`config.mk`:
```
export PLATFORM = sky130hd
export DESIGN_NAME = prog_loader
export DESIGN_NICKNAME = d
export VERILOG_FILES = /design/src/rtl/prog_loader_pkg.sv /design/src/rtl/prog_loader_byte_assembler.sv /design/src/rtl/prog_loader.sv
export SDC_FILE = /design/constraint.sdc
export NUM_CORES = 1
export LEC_CHECK = 0
export ABC_AREA = 1
export BUFFER_PORTS_ARGS = -buffer_cell sky130_fd_sc_hd__buf_2
export CAP_MARGIN = 10
export CORE_MARGIN = 2
export CORE_UTILIZATION = 50
export CTS_CLUSTER_SIZE = 30
export DETAILED_ROUTE_END_ITERATION = 8
export GPL_TIMING_DRIVEN = 0
export PLACE_DENSITY = 0.71
export SETUP_SLACK_MARGIN = 0.1
export SLEW_MARGIN = 10
export SYNTH_ARGS = -nofsm -noshare
export SYNTH_HDL_FRONTEND = slang
export SYNTH_SLANG_ARGS = --single-unit
```
`constraint.sdc`:
```
create_clock -name clock -period 2.7 [get_ports clock]
set_clock_uncertainty 0.1 [all_clocks]
set_input_delay 0.54 -clock clock [delete_from_list [all_inputs] [get_ports clock]]
set_output_delay 0.54 -clock clock [all_outputs]
set_load 0.05 [all_outputs]
```
`src/rtl/prog_loader_pkg.sv`:
```
// Shared definitions for the UART program loader: widths, stream framing and FSM state codes.
package prog_loader_pkg;

    localparam int ISA_WIDTH      = 32;
    localparam int ADDR_WIDTH     = 14;
    localparam int HDR_BYTES      = 2;
    localparam int BYTES_PER_WORD = 4;
    localparam int HDR_BITS       = HDR_BYTES * 8;

    localparam logic [2:0] ST_IDLE   = 3'd0;
    localparam logic [2:0] ST_HDR_HI = 3'd1;
    localparam logic [2:0] ST_HDR_LO = 3'd2;
    localparam logic [2:0] ST_RECV   = 3'd3;
    localparam logic [2:0] ST_WRITE  = 3'd4;
    localparam logic [2:0] ST_DONE   = 3'd5;
    localparam logic [2:0] ST_ERROR  = 3'd6;

endpackage

```
`src/rtl/prog_loader_byte_assembler.sv`:
```
// Packs big-endian bytes into instruction words; word/word_ready present the completed word
// combinationally in the same cycle as its final byte.
module byte_assembler #(
    parameter int ISA_WIDTH = prog_loader_pkg::ISA_WIDTH
) (
    input  logic                 clock,
    input  logic                 reset,
    input  logic                 clear,
    input  logic                 byte_valid,
    input  logic [7:0]           byte_in,
    output logic [ISA_WIDTH-1:0] word,
    output logic                 word_ready
);
    import prog_loader_pkg::*;

    logic [ISA_WIDTH-9:0] shift_q, shift_d;
    logic [1:0]           idx_q, idx_d;

    assign word       = {shift_q, byte_in};
    assign word_ready = byte_valid && (idx_q == 2'(BYTES_PER_WORD - 1));

    // The index wraps 3 -> 0 on the final byte, so a byte landing during WRITE becomes byte 0.
    always_comb begin
        shift_d = shift_q;
        idx_d   = idx_q;
        if (clear) begin
            shift_d = '0;
            idx_d   = '0;
        end else if (byte_valid) begin
            shift_d = word[ISA_WIDTH-9:0];
            idx_d   = idx_q + 2'd1;
        end
    end

    always_ff @(posedge clock) begin
        if (reset) begin
            shift_q <= '0;
            idx_q   <= '0;
        end else begin
            shift_q <= shift_d;
            idx_q   <= idx_d;
        end
    end

endmodule

```
`src/rtl/prog_loader.sv`:
```
// Receives a length-prefixed program image over UART and writes it into instruction memory,
// holding the CPU in reset for the duration of the load.
module prog_loader #(
    parameter int ADDR_WIDTH     = prog_loader_pkg::ADDR_WIDTH,
    parameter int ISA_WIDTH      = prog_loader_pkg::ISA_WIDTH,
    parameter int TIMEOUT_CYCLES = 10000000
) (
    input  logic                  clock,
    input  logic                  reset,
    input  logic                  start,
    input  logic [7:0]            rx_data,
    input  logic                  rx_valid,
    output logic                  mem_we,
    output logic [ADDR_WIDTH-1:0] mem_addr,
    output logic [ISA_WIDTH-1:0]  mem_wdata,
    output logic                  cpu_hold,
    output logic                  done,
    output logic                  error,
    output logic [ADDR_WIDTH:0]   words_loaded
);
    import prog_loader_pkg::*;

    localparam int TW = $clog2(TIMEOUT_CYCLES + 1);

    logic [2:0]            state_q, state_d;
    logic [HDR_BITS-1:0]   n_q, n_d;
    logic [ADDR_WIDTH:0]   words_loaded_q, words_loaded_d;
    logic [TW-1:0]         timeout_q, timeout_d;
    logic                  mem_we_q, mem_we_d;
    logic [ADDR_WIDTH-1:0] mem_addr_q, mem_addr_d;
    logic [ISA_WIDTH-1:0]  mem_wdata_q, mem_wdata_d;

    logic                  asm_clear, asm_valid, asm_ready;
    logic [ISA_WIDTH-1:0]  asm_word;
    logic                  counting, timeout_hit;

    byte_assembler #(.ISA_WIDTH(ISA_WIDTH)) u_asm (
        .clock      (clock),
        .reset      (reset),
        .clear      (asm_clear),
        .byte_valid (asm_valid),
        .byte_in    (rx_data),
        .word       (asm_word),
        .word_ready (asm_ready)
    );

    assign counting    = (state_q == ST_HDR_HI) || (state_q == ST_HDR_LO) || (state_q == ST_RECV);
    assign timeout_hit = counting && !rx_valid && (timeout_q == TW'(TIMEOUT_CYCLES - 1));

    always_comb begin
        state_d        = state_q;
        n_d            = n_q;
        words_loaded_d = words_loaded_q;
        timeout_d      = timeout_q;
        mem_we_d       = 1'b0;
        mem_addr_d     = mem_addr_q;
        mem_wdata_d    = mem_wdata_q;
        asm_clear      = 1'b0;
        asm_valid      = 1'b0;

        if (counting) begin
            timeout_d = rx_valid ? '0 : timeout_q + TW'(1);
        end

        case (state_q)
            ST_IDLE, ST_DONE, ST_ERROR: begin
                if (start) begin
                    state_d        = ST_HDR_HI;
                    words_loaded_d = '0;
                    timeout_d      = '0;
                    asm_clear      = 1'b1;
                end
            end
            ST_HDR_HI: begin
                if (rx_valid) begin
                    n_d[15:8] = rx_data;
                    state_d   = ST_HDR_LO;
                end else if (timeout_hit) begin
                    state_d = ST_ERROR;
                end
            end
            ST_HDR_LO: begin
                if (rx_valid) begin
                    n_d[7:0] = rx_data;
                    if (n_d == '0)
                        state_d = ST_DONE;
                    else if (32'(n_d) > (32'd1 << ADDR_WIDTH))
                        state_d = ST_ERROR;
                    else
                        state_d = ST_RECV;
                end else if (timeout_hit) begin
                    state_d = ST_ERROR;
                end
            end
            ST_RECV: begin
                asm_valid = rx_valid;
                if (asm_ready) begin
                    // Write port is registered: it presents the word during the WRITE cycle.
                    mem_we_d    = 1'b1;
                    mem_addr_d  = words_loaded_q[ADDR_WIDTH-1:0];
                    mem_wdata_d = asm_word;
                    state_d     = ST_WRITE;
                end else if (timeout_hit) begin
                    state_d = ST_ERROR;
                end
            end
            ST_WRITE: begin
                asm_valid      = rx_valid;
                words_loaded_d = words_loaded_q + 1'b1;
                state_d = (32'(words_loaded_q) + 32'd1 == 32'(n_q)) ? ST_DONE : ST_RECV;
            end
            default: state_d = ST_IDLE;
        endcase
    end

    always_ff @(posedge clock) begin
        if (reset) begin
            state_q        <= ST_IDLE;
            n_q            <= '0;
            words_loaded_q <= '0;
            timeout_q      <= '0;
            mem_we_q       <= 1'b0;
            mem_addr_q     <= '0;
            mem_wdata_q    <= '0;
        end else begin
            state_q        <= state_d;
            n_q            <= n_d;
            words_loaded_q <= words_loaded_d;
            timeout_q      <= timeout_d;
            mem_we_q       <= mem_we_d;
            mem_addr_q     <= mem_addr_d;
            mem_wdata_q    <= mem_wdata_d;
        end
    end

    assign mem_we       = mem_we_q;
    assign mem_addr     = mem_addr_q;
    assign mem_wdata    = mem_wdata_q;
    assign cpu_hold     = (state_q != ST_IDLE) && (state_q != ST_DONE);
    assign done         = (state_q == ST_DONE);
    assign error        = (state_q == ST_ERROR);
    assign words_loaded = words_loaded_q;

endmodule

```
## Word level (Yosys, flattened, before mapping)

Index checks and enable logic that the tools add are counted.

| word-level totals | value |
|---|---|
| bits of input ports | 12 |
| register bits after elaboration | 131 |
| bits in writable memories | 0 |
| bits in read-only memories | 0 |
| memories | 0 |
| word-level logic and storage cells | 65 |
| bits in latches | 0 |
| output and inout port bits | 65 |

| cells by class | value |
|---|---|
| muxes and demuxes | 19 |
| add/subtract/negate cells | 4 |
| bitwise logic cells | 1 |
| div/mod/pow operators | 0 |
| multiply operators | 0 |
| order comparisons | 1 |
| equal/unequal tests | 11 |
| reduce and logical (&&, ||, !) cells | 19 |
| shifts and indexed selects | 0 |

Operators by type and width:

| cell | count |
|---|---|
| two-way mux 24 bit | 4 |
| one-hot mux 15 bit (2 select lines) | 1 |
| adder 24 x 1 -> 24 bit (second input constant) | 1 |
| equality test 24 bit (second input constant) | 1 |
| two-way mux 3 bit | 8 |
| adder 15 x 1 -> 16 bit (second input constant) | 1 |
| equality test 16 bit | 1 |
| > comparator 16 x 15 -> 1 bit (second input constant) | 1 |
| logical NOT 16 bit | 1 |
| adder 15 x 1 -> 15 bit (second input constant) | 1 |
| two-way mux 15 bit | 1 |
| one-hot mux 3 bit (5 select lines) | 1 |
| equality test 3 bit (second input constant) | 3 |
| AND reduction 2 bit | 4 |
| equality test 3 x 2 -> 1 bit (second input constant) | 2 |
| OR reduction 2 bit | 3 |
| logical AND 1 bit | 4 |
| two-way mux 1 bit | 4 |
| equality test 3 x 1 -> 1 bit (second input constant) | 1 |
| logical NOT 3 bit | 1 |
| inequality test 3 bit (second input constant) | 1 |
| nonzero test 3 bit | 1 |
| OR reduction 3 bit | 1 |
| adder 2 x 1 -> 2 bit (second input constant) | 1 |
| other kinds (6) | 7 |

## Depth between registers and ports, before layout

| depth | value |
|---|---|
| depth in word-level cells | 8 |
| depth in mapped cells | 16 |
| mapped depth without buffers | 16 |

## By module

A second synthesis with hierarchy kept.

| unflattened totals | value |
|---|---|
| cell total of the unflattened synthesis | 947 |
| area total of the unflattened synthesis | 6354.8 µm² |

Modules (own cells, without submodules):

| module | seq. area each (µm²) | area an instance (µm²) | cells an instance | instances |
|---|---|---|---|---|
| prog_loader | 2102.0 | 5187.5 | 772 | 1 |
| byte_assembler | 520.5 | 1167.4 | 175 | 1 |

## Least setup slack after synthesis

No wires, ideal clock.

| timing path | value |
|---|---|
| kind | reg2reg |
| start point | register words_loaded_q[0], in the netlist words_loaded[0] |
| end point | register state_q[1] |
| clock period less this slack | 2353 ps |
| buffers on the path | 0 |
| setup time | 110 ps |
| data arrival time | 2143 ps |
| data required time | 2490 ps |
| setup slack | 347 ps |
| stages on the path, launching flop included | 15 |
| cells stage by stage | dfxtp_1 -> ha_1 -> nand2_1 -> nor2_2 -> nand3_1 -> nand3_1 -> nand2_1 -> nor2_1 -> nand2_1 -> nor2_1 -> nand3_1 -> nand2_1 -> nand3_1 -> nand2_1 -> inv_1 |

| on the way | value |
|---|---|
| cells in the longest elaborated chain, start to end | 4 |

RTL lines:

| what | RTL line | source |
|---|---|---|
| start, declared | prog_loader.sv:27 | `logic [ADDR_WIDTH:0] words_loaded_q, words_loaded_d;` |
| start signal, assigned | prog_loader.sv:128 | `words_loaded_q <= words_loaded_d;` |
| adder 15 x 1 -> 16 bit | prog_loader.sv:110 | `state_d = (32'(words_loaded_q) + 32'd1 == 32'(n_q)) ? ST_DONE : ST_RECV;` |
| equality test 16 bit | prog_loader.sv:110 |  |
| two-way mux 3 bit | prog_loader.sv:110 |  |
| one-hot mux 3 bit (5 select lines) | prog_loader.sv:65 | `case (state_q)` |
| end signal, assigned | prog_loader.sv:126 | `state_q <= state_d;` |
| end, declared | prog_loader.sv:25 | `logic [2:0] state_q, state_d;` |

Every way passes these cells.
A chain may end at the register's enable or synchronous reset.

## Worst setup path in the final report

Same ends and word-level chain as after synthesis.

==> summary.md <==
| Metric | Value |
|---|---|
| Outcome | `finished with violations` |
| Violations in the final reports | `DRC` |
| Syn avg cell area | `7.07 um2` |
| Later-pin clock latency in the skew report | `0.42 ns` |
| Die Height | `113 um` |
| Largest cells by area after synthesis | `dfxtp_1 (44%), nand2_1 (12%), a21oi_1 (7.4%), nor2_1 (7.3%), nand3_1 (5.7%)` |
| Initial antenna violation count | `0` |
| Number of synthesized flops with an enable pin | `0` |
| # IOs | `77` |
| CTS H-tree lvls | `4` |
| Main combinational cell family by area after synthesis | `simple AND/OR/NAND/NOR gates` |
| WS Path Type | `flop to flop` |
| Flop2flop setup slack | `0.30 ns` |
| Max-slew violations | `0` |
| Area of the multi-input gates | `2910 um2` |
| Min-Delay Path Class | `input pin to flop` |
| Met3 WL | `979 um` |
| Asr flop ratio synth | `0%` |
| Final Util | `62.0%` |
| Leak Pwr | `0.00314 uW` |
| Total grt overflow | `0` |
| Delay-heaviest family, CP | `simple AND/OR/NAND/NOR gates` |
| CTS tree | `yes` |
| Req. time, crit path | `2.92 ns` |
| Period minus WS final | `2.40 ns` |
| Via density per instance | `5.24` |
| Power, Total | `4960 uW` |
| Post-synthesis xor/xnor area fraction | `1.41%` |
| CP arrival | `2.61 ns` |
| WHS | `0.310 ns` |
| Pre-CTS setup slack | `0.365 ns` |
| Critical R2R Launch | `words_loaded[0]` |
| Max-cap viol count | `0` |
| Top Metal Used | `met4` |
| Cell taking the most area after synthesis | `dfxtp_1` |
| Final count of hold timing violations | `0` |
| CTS resizes | `0` |
| Met1 WL | `7500 um` |
| TritonCTS buffer count | `17` |
| Die Area | `12800 um2` |
| Final worst path period share | `88.7%` |
| Synth Area in Adders | `0.629%` |
| # rows | `39` |
| CTS clk-pin slew, worst paths | `0.06 ns` |
| Filler instances | `1078` |
| CP Capture Type | `flop` |
| Mapped Area | `5960 um2` |
| Mux cell area share after synthesis | `0%` |
| Final setup violation count | `0` |
| Yosys warns | `0` |
| Sink Count | `131` |
| Core area | `11500 um2` |
| Ant. Diodes | `0` |
| Mapped Nets | `858` |
| Maximum net fanout on the critical path | `9` |
| Initial Utilization | `51.8%` |
| Worst Slack Setup Final | `0.304 ns` |
| Fmax | `417 MHz` |
| Area Overhead vs Synth | `19.7%` |
| All-layer global routing usage | `25.0%` |
| Hold EP | `u_asm.shift_q[2]` |
| Vias in the first global route | `5260` |
| Synth Instances | `843` |
| Synth Area in Simple Gates | `31.8%` |
| Nets | `952` |
| WHS Path Cells | `3` |
| Share of the synthesized area in the top cell type | `44.0%` |
| Post-CTS Hold Buffers | `0` |
| Detailed Place HPWL | `11400 um` |
| Pwr Density | `695 nW/um2` |
| Reg2Reg Depth | `16` |
| CP dominant cell by count | `nand2_1` |
| Flops & latches, synth | `131` |
| Max IR drop VDD | `0.423 mV` |
| Global-route wire length before repair | `25800 um` |
| DRC viols | `5` |
| DRT Wirelength | `15600 um` |
| Antenna viol nets, final | `0` |
| CTS root buf | `clkbuf_16` |
| Worst R2R End | `state_q[1]` |
| GPL Wtd Cong | `0.939` |
| Yosys cell types | `44` |
| Initial DRC Count | `417` |
| Worst path max stage delay | `0.50 ns` |
| RSZ-0062 raised after global routing | `no` |
| Die X | `113 um` |
| CP Cell Sequence | `ha_1 > nand2_1 > nor2_2 > nand2_1 > nand2_1 > nand2_1 > nand2_1 > nand2_1 > inv_1 > nand3_1 > nor2_1 > nand3_1 > nand2_1 > nand3_1 > nand2_1 > inv_1` |
| Startpoint types | `flop` |
| Met2 WL post-DR | `6910 um` |
| Clock Path Buffers | `2` |
| Tightest Pin Transition | `0.598 ns` |
| Hold path startpoint | `rx_data[2]` |
| Setup TNS | `0 ns` |
| Sequential cell area | `2620 um2` |
| Mean routed wirelength per cell | `14.3 um` |
| Compound-Gate Fraction of Synth Area | `15.0%` |
| DR pass1 iterations | `7` |
| Post-CTS setup buffers | `0` |
| Via count | `5723` |
| # port buffers | `75` |
| Slowest CP cell | `dfxtp_1` |
| Largest net degree at the start of global routing | `17` |
| CP Buf/Inv Count | `2` |
| Top FF cell, synth | `dfxtp_1` |
| Sequential share of the synthesized area | `44.0%` |
| Share of cells above drive strength 1 | `16.1%` |
| Slew HR | `60.1%` |
==> cell families (layout without fill, tap and decap cells) <==
group | count (synthesis) | in the layout
AOI/OAI and AO/OA | 170 | 170
xor gates and xnor gates | 8 | 8
adders and majority gates | 3 | 3
buffers and inverters | 105 | 212
DFF | 131 | 131
and+or+nand+nor | 426 | 426
==> report_power, final <==
| part | total, uW | internal [uW] | switching [uW] |
|---|---|---|---|
| logic | 524 | 154 | 370 |
| registers | 2020 | 1980 | 45.5 |
| clock network | 2420 | 1530 | 891 |
| total | 4960 | 3650 | 1310 |
==> synth_stat cells (2+ instances only) <==
cell type	instances
ha_1	3
or2_2	2
o21ai_0	50
nand3b_1	2
o21ai_1	21
nand3_1	68
nor3_1	13
nor2_2	4
nor4_1	2
nor2_4	4
nor2_8	2
xor2_1	6
a21oi_1	88
nor3_2	4
inv_1	66
buf_2	8
nand2_2	2
nor2_1	116
clkinv_1	3
nand4_1	15
buf_4	4
dfxtp_1	131
o21ai_2	2
nand2_1	187
inv_2	7
clkbuf_1	15
==> per-layer routing <==
layer	global-route usage, %	vias to the layer above
met3	4.82	17
met2	39.2	187
met4	6.83	0
met5	0	-
met1	35.5	2561
li1	-	2958
==> worst min-delay path: stages <==
cell     delay (ns)
buf_2          0.12
nand2_1        0.06
a21oi_1        0.06
==> through the flow <==
step | std cells | cell area, um2
6_report | 1093 | 7140
5_1_grt | 1093 | 7140
4_1_cts | 1093 | 7140
3_5_place_dp | 1061 | 6520
3_3_place_gp | 1061 | 6520
2_1_floorplan | 843 | 5960
==> cell usage in the layout, fill, tap and decap left out, types with 2 or more instances in the layout <==
cell type	instances
or2_2	2
inv_6	2
nor3_1	13
nand2_1	187
clkbuf_16	17
nor4_1	2
o21ai_0	50
clkbuf_1	15
nor2_8	2
dfxtp_1	131
clkbuf_8	3
nor2_4	4
nor2_1	116
nand3_1	68
inv_1	66
nand3b_1	2
nor2_2	4
nor3_2	4
a21oi_1	88
buf_2	83
o21ai_1	21
clkinv_2	3
clkinv_1	3
bufinv_16	3
clkinvlp_4	4
buf_4	4
nand4_1	15
xor2_1	6
ha_1	3
inv_2	7
o21ai_2	2
nand2_2	2
==> flip-flops by register name, summed over array words and instances, names as in the netlist <==
name,flops
words_loaded,15
n_q,16
mem_wdata,32
mem_we,1
timeout_q,24
state_q,3
mem_addr,14
u_asm.idx_q,2
u_asm.shift_q,24
==> cell type report <==
type | count | area share (%)
Sequential cell | 131 | 36.7
Multi-Input combinational cell | 607 | 40.8
Clock inverter | 12 | 2.14
Clock buffer | 20 | 6.54
Inverter | 77 | 4.08
Timing Repair Buffer | 75 | 5.26
Buffer | 28 | 1.93
Tap cell | 143 | 2.51
==> worst max-delay path by stage <==
stage	cells after the start	to	slack, ns	start
CTS	16	state_q[1]	0.32	words_loaded[0]
global placement	16	state_q[1]	0.40	words_loaded[0]
detailed placement	14	state_q[1]	0.36	words_loaded[0]
floorplan	14	state_q[1]	0.35	words_loaded[0]
finish	16	state_q[1]	0.30	words_loaded[0]
global route	15	state_q[2]	0.10	words_loaded[0]
Note: power is estimated with default switching activity, not from simulation.
